**src/rtl/processor_pkg.sv**
```systemverilog
// Shared definitions for the processor pipeline: widths, NOP,
// fetch FSM encoding, next-PC selects and branch-condition codes.
package processor_pkg;

   localparam int PC_W_DEF    = 8;
   localparam int INSTR_W_DEF = 16;

   localparam logic [INSTR_W_DEF-1:0] NOP_INSTR = '0;

   localparam logic [1:0] S_BOOT = 2'd0;
   localparam logic [1:0] S_RUN  = 2'd1;
   localparam logic [1:0] S_HALT = 2'd2;

   localparam logic [1:0] PC_SEL_HOLD = 2'd0;
   localparam logic [1:0] PC_SEL_INC  = 2'd1;
   localparam logic [1:0] PC_SEL_TGT  = 2'd2;

   localparam logic [2:0] BR_NEVER  = 3'd0;
   localparam logic [2:0] BR_EQ     = 3'd1;
   localparam logic [2:0] BR_NE     = 3'd2;
   localparam logic [2:0] BR_LT     = 3'd3;
   localparam logic [2:0] BR_GE     = 3'd4;
   localparam logic [2:0] BR_ALWAYS = 3'd5;

endpackage

```
**src/rtl/fetch_stage_pc_next_logic.sv**
```systemverilog
// Combinational next-PC mux: hold, sequential +1 (wraps), or target.
// Also exposes PC+1 for the IF/ID register.
module pc_next_logic
   import processor_pkg::*;
#(
   parameter int PC_W = PC_W_DEF
) (
   input  logic [PC_W-1:0] pc_i,
   input  logic [PC_W-1:0] target_i,
   input  logic [1:0]      sel_i,
   output logic [PC_W-1:0] pc_next_o,
   output logic [PC_W-1:0] pc_inc_o
);

   localparam logic [PC_W-1:0] ONE = PC_W'(1);

   // Select the next PC; the +1 result truncates, giving modulo wrap
   always_comb begin
      pc_inc_o  = pc_i + ONE;
      pc_next_o = pc_i;
      unique case (sel_i)
         PC_SEL_INC: pc_next_o = pc_inc_o;
         PC_SEL_TGT: pc_next_o = target_i;
         default:    pc_next_o = pc_i;
      endcase
   end

endmodule

```
**src/rtl/fetch_stage.sv**
```systemverilog
// Instruction fetch: PC register, boot/run/halt FSM and IF/ID register.
// Optional BRANCH_DELAY_SLOT_EN keeps the post-branch fetch as a delay slot.
module fetch_stage
   import processor_pkg::*;
#(
   parameter int              PC_W         = PC_W_DEF,
   parameter int              INSTR_W      = INSTR_W_DEF,
   parameter logic [PC_W-1:0] RESET_VECTOR = '0
) (
   input  logic               clk,
   input  logic               rst_n,
   input  logic               PC_source,
   input  logic [PC_W-1:0]    branch_target_d,
   input  logic               stall_d,
   input  logic               halt_d,
   output logic [PC_W-1:0]    imem_addr,
   input  logic [INSTR_W-1:0] imem_rdata,
   output logic [INSTR_W-1:0] instruction_d,
   output logic [PC_W-1:0]    pc_plus1_d,
   output logic               valid_d,
   output logic               halted
);

   localparam logic [INSTR_W-1:0] NOP = INSTR_W'(NOP_INSTR);

   logic [1:0]         state_q, state_d;
   logic [PC_W-1:0]    pc_q, pc_d;
   logic [INSTR_W-1:0] ir_q, ir_d;
   logic [PC_W-1:0]    npc_q, npc_d;
   logic               vld_q, vld_d;
   logic [1:0]         pc_sel;
   logic [PC_W-1:0]    pc_inc;

   pc_next_logic #(
      .PC_W(PC_W)
   ) u_pc_next (
      .pc_i     (pc_q),
      .target_i (branch_target_d),
      .sel_i    (pc_sel),
      .pc_next_o(pc_d),
      .pc_inc_o (pc_inc)
   );

   // FSM and IF/ID next-state: halt > stall > branch > sequential
   always_comb begin
      state_d = state_q;
      pc_sel  = PC_SEL_HOLD;
      ir_d    = ir_q;
      npc_d   = npc_q;
      vld_d   = vld_q;
      case (state_q)
         S_BOOT: begin
            state_d = S_RUN;
            vld_d   = 1'b0;
         end
         S_RUN: begin
            if (halt_d) begin
               state_d = S_HALT;
               ir_d    = NOP;
               vld_d   = 1'b0;
            end else if (stall_d) begin
               pc_sel = PC_SEL_HOLD;
            end else if (PC_source) begin
               pc_sel = PC_SEL_TGT;
`ifdef BRANCH_DELAY_SLOT_EN
               ir_d   = imem_rdata;
               npc_d  = pc_inc;
               vld_d  = 1'b1;
`else
               ir_d   = NOP;
               vld_d  = 1'b0;
`endif
            end else begin
               pc_sel = PC_SEL_INC;
               ir_d   = imem_rdata;
               npc_d  = pc_inc;
               vld_d  = 1'b1;
            end
         end
         S_HALT: begin
            state_d = S_HALT;
         end
         default: begin
            state_d = S_BOOT;
            vld_d   = 1'b0;
         end
      endcase
   end

   // PC, FSM and IF/ID registers with asynchronous reset
   always_ff @(posedge clk or negedge rst_n) begin
      if (!rst_n) begin
         state_q <= S_BOOT;
         pc_q    <= RESET_VECTOR;
         ir_q    <= NOP;
         npc_q   <= '0;
         vld_q   <= 1'b0;
      end else begin
         state_q <= state_d;
         pc_q    <= pc_d;
         ir_q    <= ir_d;
         npc_q   <= npc_d;
         vld_q   <= vld_d;
      end
   end

   assign imem_addr     = pc_q;
   assign instruction_d = ir_q;
   assign pc_plus1_d    = npc_q;
   assign valid_d       = vld_q;
   assign halted        = (state_q == S_HALT);

endmodule
```
**config.mk**
```make
export PLATFORM = sky130hd
export DESIGN_NAME = fetch_stage
export DESIGN_NICKNAME = d
export VERILOG_FILES = /design/src/rtl/processor_pkg.sv /design/src/rtl/fetch_stage_pc_next_logic.sv /design/src/rtl/fetch_stage.sv
export SDC_FILE = /design/constraint.sdc
export NUM_CORES = 1
export LEC_CHECK = 0
export ABC_AREA = 1
export CAP_MARGIN = 10
export CORE_UTILIZATION = 47
export CTS_BUF_LIST = sky130_fd_sc_hd__clkbuf_4 sky130_fd_sc_hd__clkbuf_8
export CTS_CLUSTER_DIAMETER = 80
export DETAILED_ROUTE_END_ITERATION = 6
export PLACE_DENSITY = 0.9
export SYNTH_ARGS = -nofsm -noshare
export SYNTH_HDL_FRONTEND = slang
export SYNTH_HIERARCHICAL = 1
export SYNTH_SLANG_ARGS = --single-unit
export TNS_END_PERCENT = 10
```
**constraint.sdc**
```tcl
create_clock -name clk -period 2.4 [get_ports clk]
set_input_delay 0.48 -clock clk [delete_from_list [all_inputs] [get_ports clk]]
set_output_delay 0.48 -clock clk [all_outputs]
set_load 0.02 [all_outputs]
```
==> impl_metrics.py, run 1 <==
metrics = {
    "status": {
        "status": "finished clean",
    },
    "finish": {
        "drive_gt1_share_pct": 19.4,
        "nets": 314,
        "layout-area-overhead-vs-synth_pct": 40.0,
        "diodes": 0,
        "fillers": 293,
    },
    "synthesis": {
        "ys_seq_area_share_pct": 47.0,
        "synth_top_area_share_pct": 47.0,
        "syn_area_per_cell_um2": 8.79,
        "syn_inst": 212,
        "syn_nets": 248,
        "synth_area_leaders": "dfrtp_1 (47%), nand2_1 (12%), o21ai_2 (8.0%)",
        "ys_seq_elements": 35,
        "yosysWarnings": 6,
        "synth_top_area_cell": "dfrtp_1",
        "synth_cell_type_count": 28,
        "syn_area_mm2": 0.00186,
    },
    "clock_network": {
        "cts_resized": 0,
        "post_cts_buffers": 0,
        "clk_pin_slew_ps": 70,
        "cts_made_buffers": 5,
        "cts-root-buf": "clkbuf_8",
        "cts_tree": "built",
        "hold_buffers": 0,
        "h-tree-depth": 2,
        "clock_latency_ps": 290,
        "clock_sinks": 35,
        "clock_path_buffers": 2,
    },
    "setup_path": {
        "worst-path-buf-inv": 5,
        "path_cells": "inv_1 -> ha_1 -> inv_1 -> nor2_4 -> nand2_4 -> inv_4 -> inv_1 -> ha_1 -> inv_1 -> nor2_1 -> a21oi_1",
        "critPathRequiredTime_ps": 2570,
        "cp_common_cell": "inv_1",
        "r2r-start": "state_q[1]",
        "start_kind": "flop",
        "worstSetupStartpoint": "state_q[1]",
        "slowest_stage": "ha_1",
        "cp-end-kind": "flop",
        "path_class": "reg2reg",
        "path_max_fanout": 11,
        "cp_slowest_stage_delay_ps": 480,
        "arrival_ps": 2320,
        "cp_top_family": "adder cells",
    },
    "sta": {
        "slew_headroom_pct": 66.9,
        "tightest_slew_ps": 496,
        "max_freq_mhz": 464,
        "maxSlewViolCount": 0,
        "fin_crit_sh_pct": 89.7,
        "hold-worst-slack_ps": 479,
        "finClkSkew_ps": 7.88,
        "finalSetupViolCount": 0,
        "period_minus_slack_ps": 2150,
        "grt_setup_unrepaired": "false",
        "tns_ps": 0,
        "finalHoldViolCount": 0,
    },
    "route": {
        "vias_per_cell": 4.88,
        "via_count": 1590,
        "drc_errors": 0,
        "first_pass_iters": 4,
        "wl_met2_mm": 2.07,
        "drtIter0Drc": 147,
        "ant_nets": 0,
        "highest_layer": "met4",
        "wl_per_cell_um": 12.6,
        "routed_wl_mm": 4.11,
        "wl_met1_mm": 1.85,
        "route.met3.wl_um": 149,
    },
    "floorplanning": {
        "dieHeight_um": 65.0,
        "die_w_um": 65.0,
        "die_area_mm2": 0.00422,
        "core-area_mm2": 0.00374,
        "initial_utilization_pct": 49.8,
        "row_count": 22,
        "io_pins": 63,
    },
    "power_and_ir_drop": {
        "p_leak_uw": 0.00119,
        "p_per_area_mw_per_mm2": 1270,
        "ir_drop_uv": 584,
    },
    "global_route": {
        "grt_pass1_wl_mm": 6.80,
        "grt_usage_pct": 21.5,
        "grt-ovfl-total": 0,
        "grt_max_degree": 36,
        "grt_antenna_before_repair": 0,
        "grt_pass1_vias": 1498,
    },
    "worst_hold_path": {
        "hold_class": "reg2reg",
        "worstHoldStart": "valid_d",
    },
    "placement": {
        "io_buffers": 62,
        "dp_hpwl_mm": 3.07,
        "gp_congestion": 0.849,
    },
    "run": {
        "maxCapViolCount": 0,
    },
}
==> per-layer routing <==
metal / global-route usage, % / up-vias
met5: 0 / -
met2: 35.3 / 31
met4: 7.78 / 0
met1: 27.1 / 755
li1: - / 799
met3: 5.28 / 5
==> where the power goes <==
part | switching (µW) | internal (µW) | total, µW
Combinational | 961 | 819 | 1780
Sequential | 242 | 875 | 1120
Clock | 198 | 225 | 423
Total | 1400 | 1920 | 3320
==> state kept, by name, indices dropped and copies added, names as in the netlist <==
register	cells
instruction_d	16
state_q	2
valid_d	1
pc_plus1_d	8
imem_addr	8
==> area by class of cell <==
type	count	area, µm²	area share (%)
tap	48	60.1	2.30
clock inverter	1	5.00	0.192
sequential	35	876	33.6
timing repair buffer	66	651	25.0
inverter	18	70.1	2.69
clock buffer	6	82.6	3.17
multi-input combinational	152	863	33.1
==> synthesized netlist by cell type <==
| cell | count |
|---|---|
| nor2_2 | 1 |
| o21bai_1 | 1 |
| xor2_1 | 2 |
| and2_1 | 2 |
| clkbuf_4 | 1 |
| buf_2 | 1 |
| ha_1 | 7 |
| nor2_4 | 2 |
| inv_1 | 15 |
| inv_4 | 1 |
| nand2_1 | 60 |
| nor4_1 | 1 |
| buf_1 | 1 |
| clkinv_1 | 1 |
| clkbuf_1 | 1 |
| a21oi_2 | 2 |
| nand2_2 | 16 |
| buf_6 | 3 |
| dfrtp_1 | 35 |
| nand3_2 | 1 |
| inv_2 | 1 |
| o21ai_1 | 1 |
| nand2_4 | 2 |
| a21oi_1 | 14 |
| nand3_1 | 8 |
| a22oi_1 | 2 |
| nor2_1 | 13 |
| o21ai_2 | 17 |
==> cell families after synthesis <==
logic type	synth area share, %
xor gates and xnor gates	0.940
and+or+nand+nor	26.5
AOI/OAI and AO/OA	14.2
DFF	47.0
adders and majority gates	4.70
buffers and inverters	6.65
==> tightest hold or removal path, stage by stage (launching register included) <==
cell and delay [ps]:
dfrtp_1 340, nand2_1 50, nand2_1 50
==> through the flow <==
| step | worst slack, ps | cell area [µm²] | total power (µW) | utilization [%] | cells |
|---|---|---|---|---|---|
| after floorplan | 430 | 1860 | 2150 | - | 212 |
| after global placement | 86.1 | 2520 | 2850 | 67.3 | 319 |
| after detailed placement | 8.44 | 2520 | 2910 | 67.3 | 319 |
| after CTS | 243 | 2610 | 3340 | 69.7 | 326 |
| after global routing | 10.5 | 2610 | 3540 | 69.7 | 326 |
| final | 246 | 2610 | 3320 | 69.7 | 326 |
==> final timing paths <==
path | end | slack (ps) | cells after the start
min in group asynchronous | imem_addr[3] | 600 | 2
min | valid_d | 480 | 2
max in group asynchronous | pc_plus1_d[4] | 1480 | 2
max | imem_addr[6] | 250 | 11
min reg2reg | valid_d | 480 | 2
max reg2reg | imem_addr[6] | 250 | 11
==> placed cells by master (no fill, tap or decap) <==
master	count
nand3_1	8
nor4_1	1
nand3_2	1
o21bai_1	1
nor2_1	13
ha_1	7
nor2_2	1
clkbuf_8	6
nand2_1	60
inv_2	1
inv_1	15
a22oi_1	2
a21oi_1	14
xor2_1	2
nand2_2	16
nor2_4	2
dfrtp_1	35
inv_4	1
and2_1	2
clkinv_1	1
clkinv_2	1
o21ai_1	1
nand2_4	2
clkdlybuf4s50_1	62
buf_4	4
a21oi_2	2
o21ai_2	17
No activity file was read; power rests on OpenSTA's default activity.
==> inputs of run 2 (changes only) <==
--- a/config.mk
+++ b/config.mk
@@ -6,12 +6,13 @@
 export NUM_CORES = 1
 export LEC_CHECK = 0
 export ABC_AREA = 1
-export CAP_MARGIN = 10
-export CORE_UTILIZATION = 47
+export CAP_MARGIN = 0
+export CORE_ASPECT_RATIO = 1.75
+export CORE_UTILIZATION = 51
 export CTS_BUF_LIST = sky130_fd_sc_hd__clkbuf_4 sky130_fd_sc_hd__clkbuf_8
 export CTS_CLUSTER_DIAMETER = 80
 export DETAILED_ROUTE_END_ITERATION = 6
-export PLACE_DENSITY = 0.9
+export PLACE_DENSITY = 0.95
 export SYNTH_ARGS = -nofsm -noshare
 export SYNTH_HDL_FRONTEND = slang
 export SYNTH_HIERARCHICAL = 1
==> constraint.sdc (replaced) <==
create_clock -name clk -period 2.5 [get_ports clk]
set_input_delay 0.5 -clock clk [delete_from_list [all_inputs] [get_ports clk]]
set_output_delay 0.5 -clock clk [all_outputs]
set_load 0.02 [all_outputs]
==> impl_metrics.py, run 2 (synthesis results as in run 1) <==
metrics = {
    "sta": {
        "tns_ps": 0,
        "finalHoldViolCount": 0,
        "hold-worst-slack_ps": 329,
        "tightest_slew_ps": 888,
        "grt_setup_unrepaired": "false",
        "fin_crit_sh_pct": 86.2,
        "slew_headroom_pct": 40.8,
        "finClkSkew_ps": 4.98,
        "max_freq_mhz": 464,
        "finalSetupViolCount": 0,
        "period_minus_slack_ps": 2160,
        "maxSlewViolCount": 0,
    },
    "route": {
        "routed_wl_mm": 4.27,
        "vias_per_cell": 5.16,
        "first_pass_iters": 4,
        "drc_errors": 0,
        "via_count": 1672,
        "ant_nets": 0,
        "wl_per_cell_um": 13.2,
        "drtIter0Drc": 61,
    },
    "setup_path": {
        "worst-path-buf-inv": 5,
        "path_cells": "inv_1 -> ha_1 -> inv_1 -> nor2_4 -> nand2_4 -> inv_4 -> inv_1 -> ha_1 -> inv_1 -> nor2_1 -> a21oi_2",
        "cp_top_family": "adder cells",
        "crit_cells": 11,
        "arrival_ps": 2330,
        "start_kind": "flop",
        "critPathRequiredTime_ps": 2670,
        "cp_common_cell": "inv_1",
        "slowest_stage": "ha_1",
        "r2r_cells": 11,
        "path_class": "reg2reg",
        "path_max_fanout": 11,
        "cp-end-kind": "flop",
        "cp_slowest_stage_delay_ps": 470,
    },
    "clock_network": {
        "clock_path_buffers": 2,
        "clk_pin_slew_ps": 70,
        "h-tree-depth": 2,
        "cts-root-buf": "clkbuf_8",
        "clock_latency_ps": 280,
        "hold_buffers": 0,
        "post_cts_buffers": 0,
        "cts_tree": "built",
        "cts_resized": 0,
        "clock_sinks": 35,
        "cts_made_buffers": 5,
    },
    "global_route": {
        "grt_max_degree": 36,
        "grt_pass1_wl_mm": 6.55,
        "grt_pass1_vias": 1562,
        "grt-ovfl-total": 0,
        "grt_antenna_before_repair": 0,
        "grt_usage_pct": 23.7,
    },
    "placement": {
        "gp_congestion": 0.840,
        "placed_area_mm2": 0.00251,
        "dp_hpwl_mm": 3.20,
        "io_buffers": 62,
    },
    "power_and_ir_drop": {
        "p_leak_uw": 0.00119,
        "power_uw": 3200,
        "p_per_area_mw_per_mm2": 1230,
        "ir_drop_uv": 803,
    },
    "status": {
        "status": "finished clean",
    },
    "finish": {
        "fillers": 262,
        "largest_reg_flops": 16,
        "design_area_mm2": 0.00260,
        "diodes": 0,
        "mostFrequentLayoutCell": "clkdlybuf4s50_1",
        "final_cell_mix": "clkdlybuf4s50_1 (61), nand2_1 (60), dfrtp_1 (35)",
        "nets": 314,
        "layout-area-overhead-vs-synth_pct": 39.6,
        "drive_gt1_share_pct": 20.1,
    },
    "floorplanning": {
        "dieHeight_um": 82.0,
        "die_area_mm2": 0.00391,
        "io_pins": 63,
        "core-area_mm2": 0.00343,
        "row_count": 28,
        "die_w_um": 47.7,
        "initial_utilization_pct": 54.3,
    },
    "worst_hold_path": {
        "hold_class": "in2async",
    },
    "run": {
        "maxCapViolCount": 0,
    },
}
run 2: changes by cell type in the layout (fill, tap and decap cells not counted), sizes merged:
cell,delta
clkdlybuf4s50,-1
clkbuf,+2
run 2: power by group:
| part | internal (µW) | switching, µW | leakage [µW] |
|---|---|---|---|
| Sequential | 840 | 226 | 0.000452 |
| Clock | 217 | 194 | 0.0000491 |
| Combinational | 785 | 934 | 0.000688 |
| Total | 1840 | 1350 | 0.00119 |
run 2: path summary, 6_finish.rpt:
path                       startpoint          endpoint  slack (ps)
max in group asynchronous       rst_n  instruction_d[3]        1610
hold / removal                  rst_n      imem_addr[7]         330
hold reg to reg               valid_d           valid_d         480
min in group clk              valid_d           valid_d         480
setup reg to reg           state_q[1]      imem_addr[3]         340
setup / recovery           state_q[1]      imem_addr[3]         340
run 2: layer usage:
metal / up-vias / part of all wire, % / GRT usage [%] / routed length (µm)
met5: - / 0 / 0 / 0
met4: 0 / 1.6 / 8.06 / 70
met3: 9 / 5.5 / 5.93 / 233
met2: 63 / 57 / 45.5 / 2420
met1: 801 / 36 / 22.4 / 1550
li1: 799 / - / - / -
run 2: final cells by class:
class	count	area [µm²]	share of cell area [%]
inverters	18	70.1	2.69
multi-input cells	152	863	33.2
clock buffers	7	83.8	3.22
repair buffers	66	646	24.8
well taps	45	56.3	2.17
clock inverters	1	5.00	0.192
flip-flops and latches	35	876	33.7
run 2: through the flow:
stage	instances	utilization [%]	worst slack (ps)
floorplan	212	-	530
global placement	316	73.1	187
detailed placement	316	73.1	158
CTS	324	75.7	370
global route	324	75.7	156
finish	324	75.7	344
==> inputs of run 3 (changes only) <==
--- a/config.mk
+++ b/config.mk
@@ -10,9 +10,8 @@
 export CORE_ASPECT_RATIO = 1.75
 export CORE_UTILIZATION = 51
 export CTS_BUF_LIST = sky130_fd_sc_hd__clkbuf_4 sky130_fd_sc_hd__clkbuf_8
-export CTS_CLUSTER_DIAMETER = 80
 export DETAILED_ROUTE_END_ITERATION = 6
-export PLACE_DENSITY = 0.95
+export PLACE_DENSITY_LB_ADDON = 0.25
 export SYNTH_ARGS = -nofsm -noshare
 export SYNTH_HDL_FRONTEND = slang
 export SYNTH_HIERARCHICAL = 1
==> impl_metrics.py, run 3 (synthesis results as in run 1) <==
metrics = {
    "status": {
        "status": "finished clean",
    },
    "floorplanning": {
        "die_area_mm2": 0.00391,
        "io_pins": 63,
        "row_count": 28,
        "die_w_um": 47.7,
        "initial_utilization_pct": 54.3,
        "dieHeight_um": 82.0,
        "core-area_mm2": 0.00343,
    },
    "run": {
        "maxCapViolCount": 0,
    },
    "clock_network": {
        "post_cts_buffers": 0,
        "clock_sinks": 35,
        "cts_resized": 0,
        "cts-root-buf": "clkbuf_8",
        "hold_buffers": 0,
        "clock_latency_ps": 280,
        "h-tree-depth": 2,
        "cts_made_buffers": 5,
        "clock_path_buffers": 2,
        "cts_tree": "built",
        "clk_pin_slew_ps": 70,
    },
    "route": {
        "wl_per_cell_um": 12.6,
        "first_pass_iters": 4,
        "drtIter0Drc": 19,
        "via_count": 1623,
        "ant_nets": 0,
        "vias_per_cell": 5.02,
        "drc_errors": 0,
        "routed_wl_mm": 4.07,
    },
    "finish": {
        "largest_reg_flops": 16,
        "mostFrequentLayoutCell": "clkdlybuf4s50_1",
        "diodes": 0,
        "layout-area-overhead-vs-synth_pct": 40.2,
        "drive_gt1_share_pct": 19.4,
        "final_cell_mix": "clkdlybuf4s50_1 (62), nand2_1 (60), dfrtp_1 (35)",
        "nets": 313,
        "fin_cells": 323,
    },
    "placement": {
        "io_buffers": 62,
        "dp_hpwl_mm": 3.06,
        "gp_congestion": 0.781,
        "dp.cells": 315,
    },
    "setup_path": {
        "critPathRequiredTime_ps": 2670,
        "arrival_ps": 2390,
        "start_kind": "flop",
        "cp-end-kind": "flop",
        "path_max_fanout": 11,
        "path_class": "reg2reg",
    },
    "sta": {
        "tightest_slew_ps": 494,
        "fin_crit_sh_pct": 88.8,
        "slew_headroom_pct": 67.1,
        "max_freq_mhz": 450,
        "finalSetupViolCount": 0,
        "tns_ps": 0,
        "period_minus_slack_ps": 2220,
        "finClkSkew_ps": 2.13,
        "maxSlewViolCount": 0,
        "grt_setup_unrepaired": "false",
        "finalHoldViolCount": 0,
    },
    "global_route": {
        "grt_pass1_vias": 1643,
        "grt-ovfl-total": 0,
        "grt_antenna_before_repair": 0,
        "grt_usage_pct": 23.6,
        "grt_max_degree": 36,
        "grt_pass1_wl_mm": 6.62,
    },
    "worst_hold_path": {
        "hold_class": "reg2reg",
    },
    "power_and_ir_drop": {
        "p_leak_uw": 0.00119,
        "p_per_area_mw_per_mm2": 1230,
        "ir_drop_uv": 786,
    },
}
-- run 3: layout make-up --
type,count,area [µm²]
Sequential cell,35,876
Multi-Input combinational cell,152,863
Clock buffer,8,104
Timing Repair Buffer,65,643
Tap cell,45,56.3
Fill cell,253,821
Inverter,18,70.1
-- run 3: where the power goes --
part / switching, µW / leakage, µW / internal [µW]
registers: 220 / 0.000452 / 840
logic: 923 / 0.000683 / 782
clock network: 190 / 0.0000549 / 262
total: 1330 / 0.00119 / 1880
-- run 3: per-layer routing --
metal	wire length [µm]	global-route usage [%]	vias up	part of all wire (%)
met5	0	0	-	0
li1	-	-	805	-
met3	212	4.84	5	5.2
met1	1530	22.3	768	38
met4	53	9.72	0	1.3
met2	2280	45.0	45	56
-- run 3: through the flow --
stage	hold WS (ps)	power (µW)	setup WS [ps]	util (%)	area, µm²
6_report	478	3220	280	76.1	2610
5_1_grt	503	3430	21.8	76.1	2610
4_1_cts	483	3240	279	76.1	2610
3_5_place_dp	466	2780	75.1	73.1	2510
3_3_place_gp	463	2720	128	73.1	2510
2_1_floorplan	204	2060	530	-	1860
-- run 3: worst max-delay path, cell delays in order, from the launching register on --
cell     delay, ps
dfrtp_1        380
inv_1          120
ha_1           260
inv_1          100
nor2_4         150
nand2_4        120
inv_4           70
inv_1           40
ha_1           480
inv_1          190
nor2_1         150
a21oi_2         50
-- run 3: final timing paths --
path	slack [ps]	end	from	depth (start not counted)
hold / removal	480	valid_d	valid_d	2
setup reg to reg	280	imem_addr[3]	state_q[1]	11
min in group asynchronous	630	instruction_d[4]	rst_n	2
max in group asynchronous	1560	instruction_d[8]	rst_n	2
setup / recovery	280	imem_addr[3]	state_q[1]	11
hold reg to reg	480	valid_d	valid_d	2
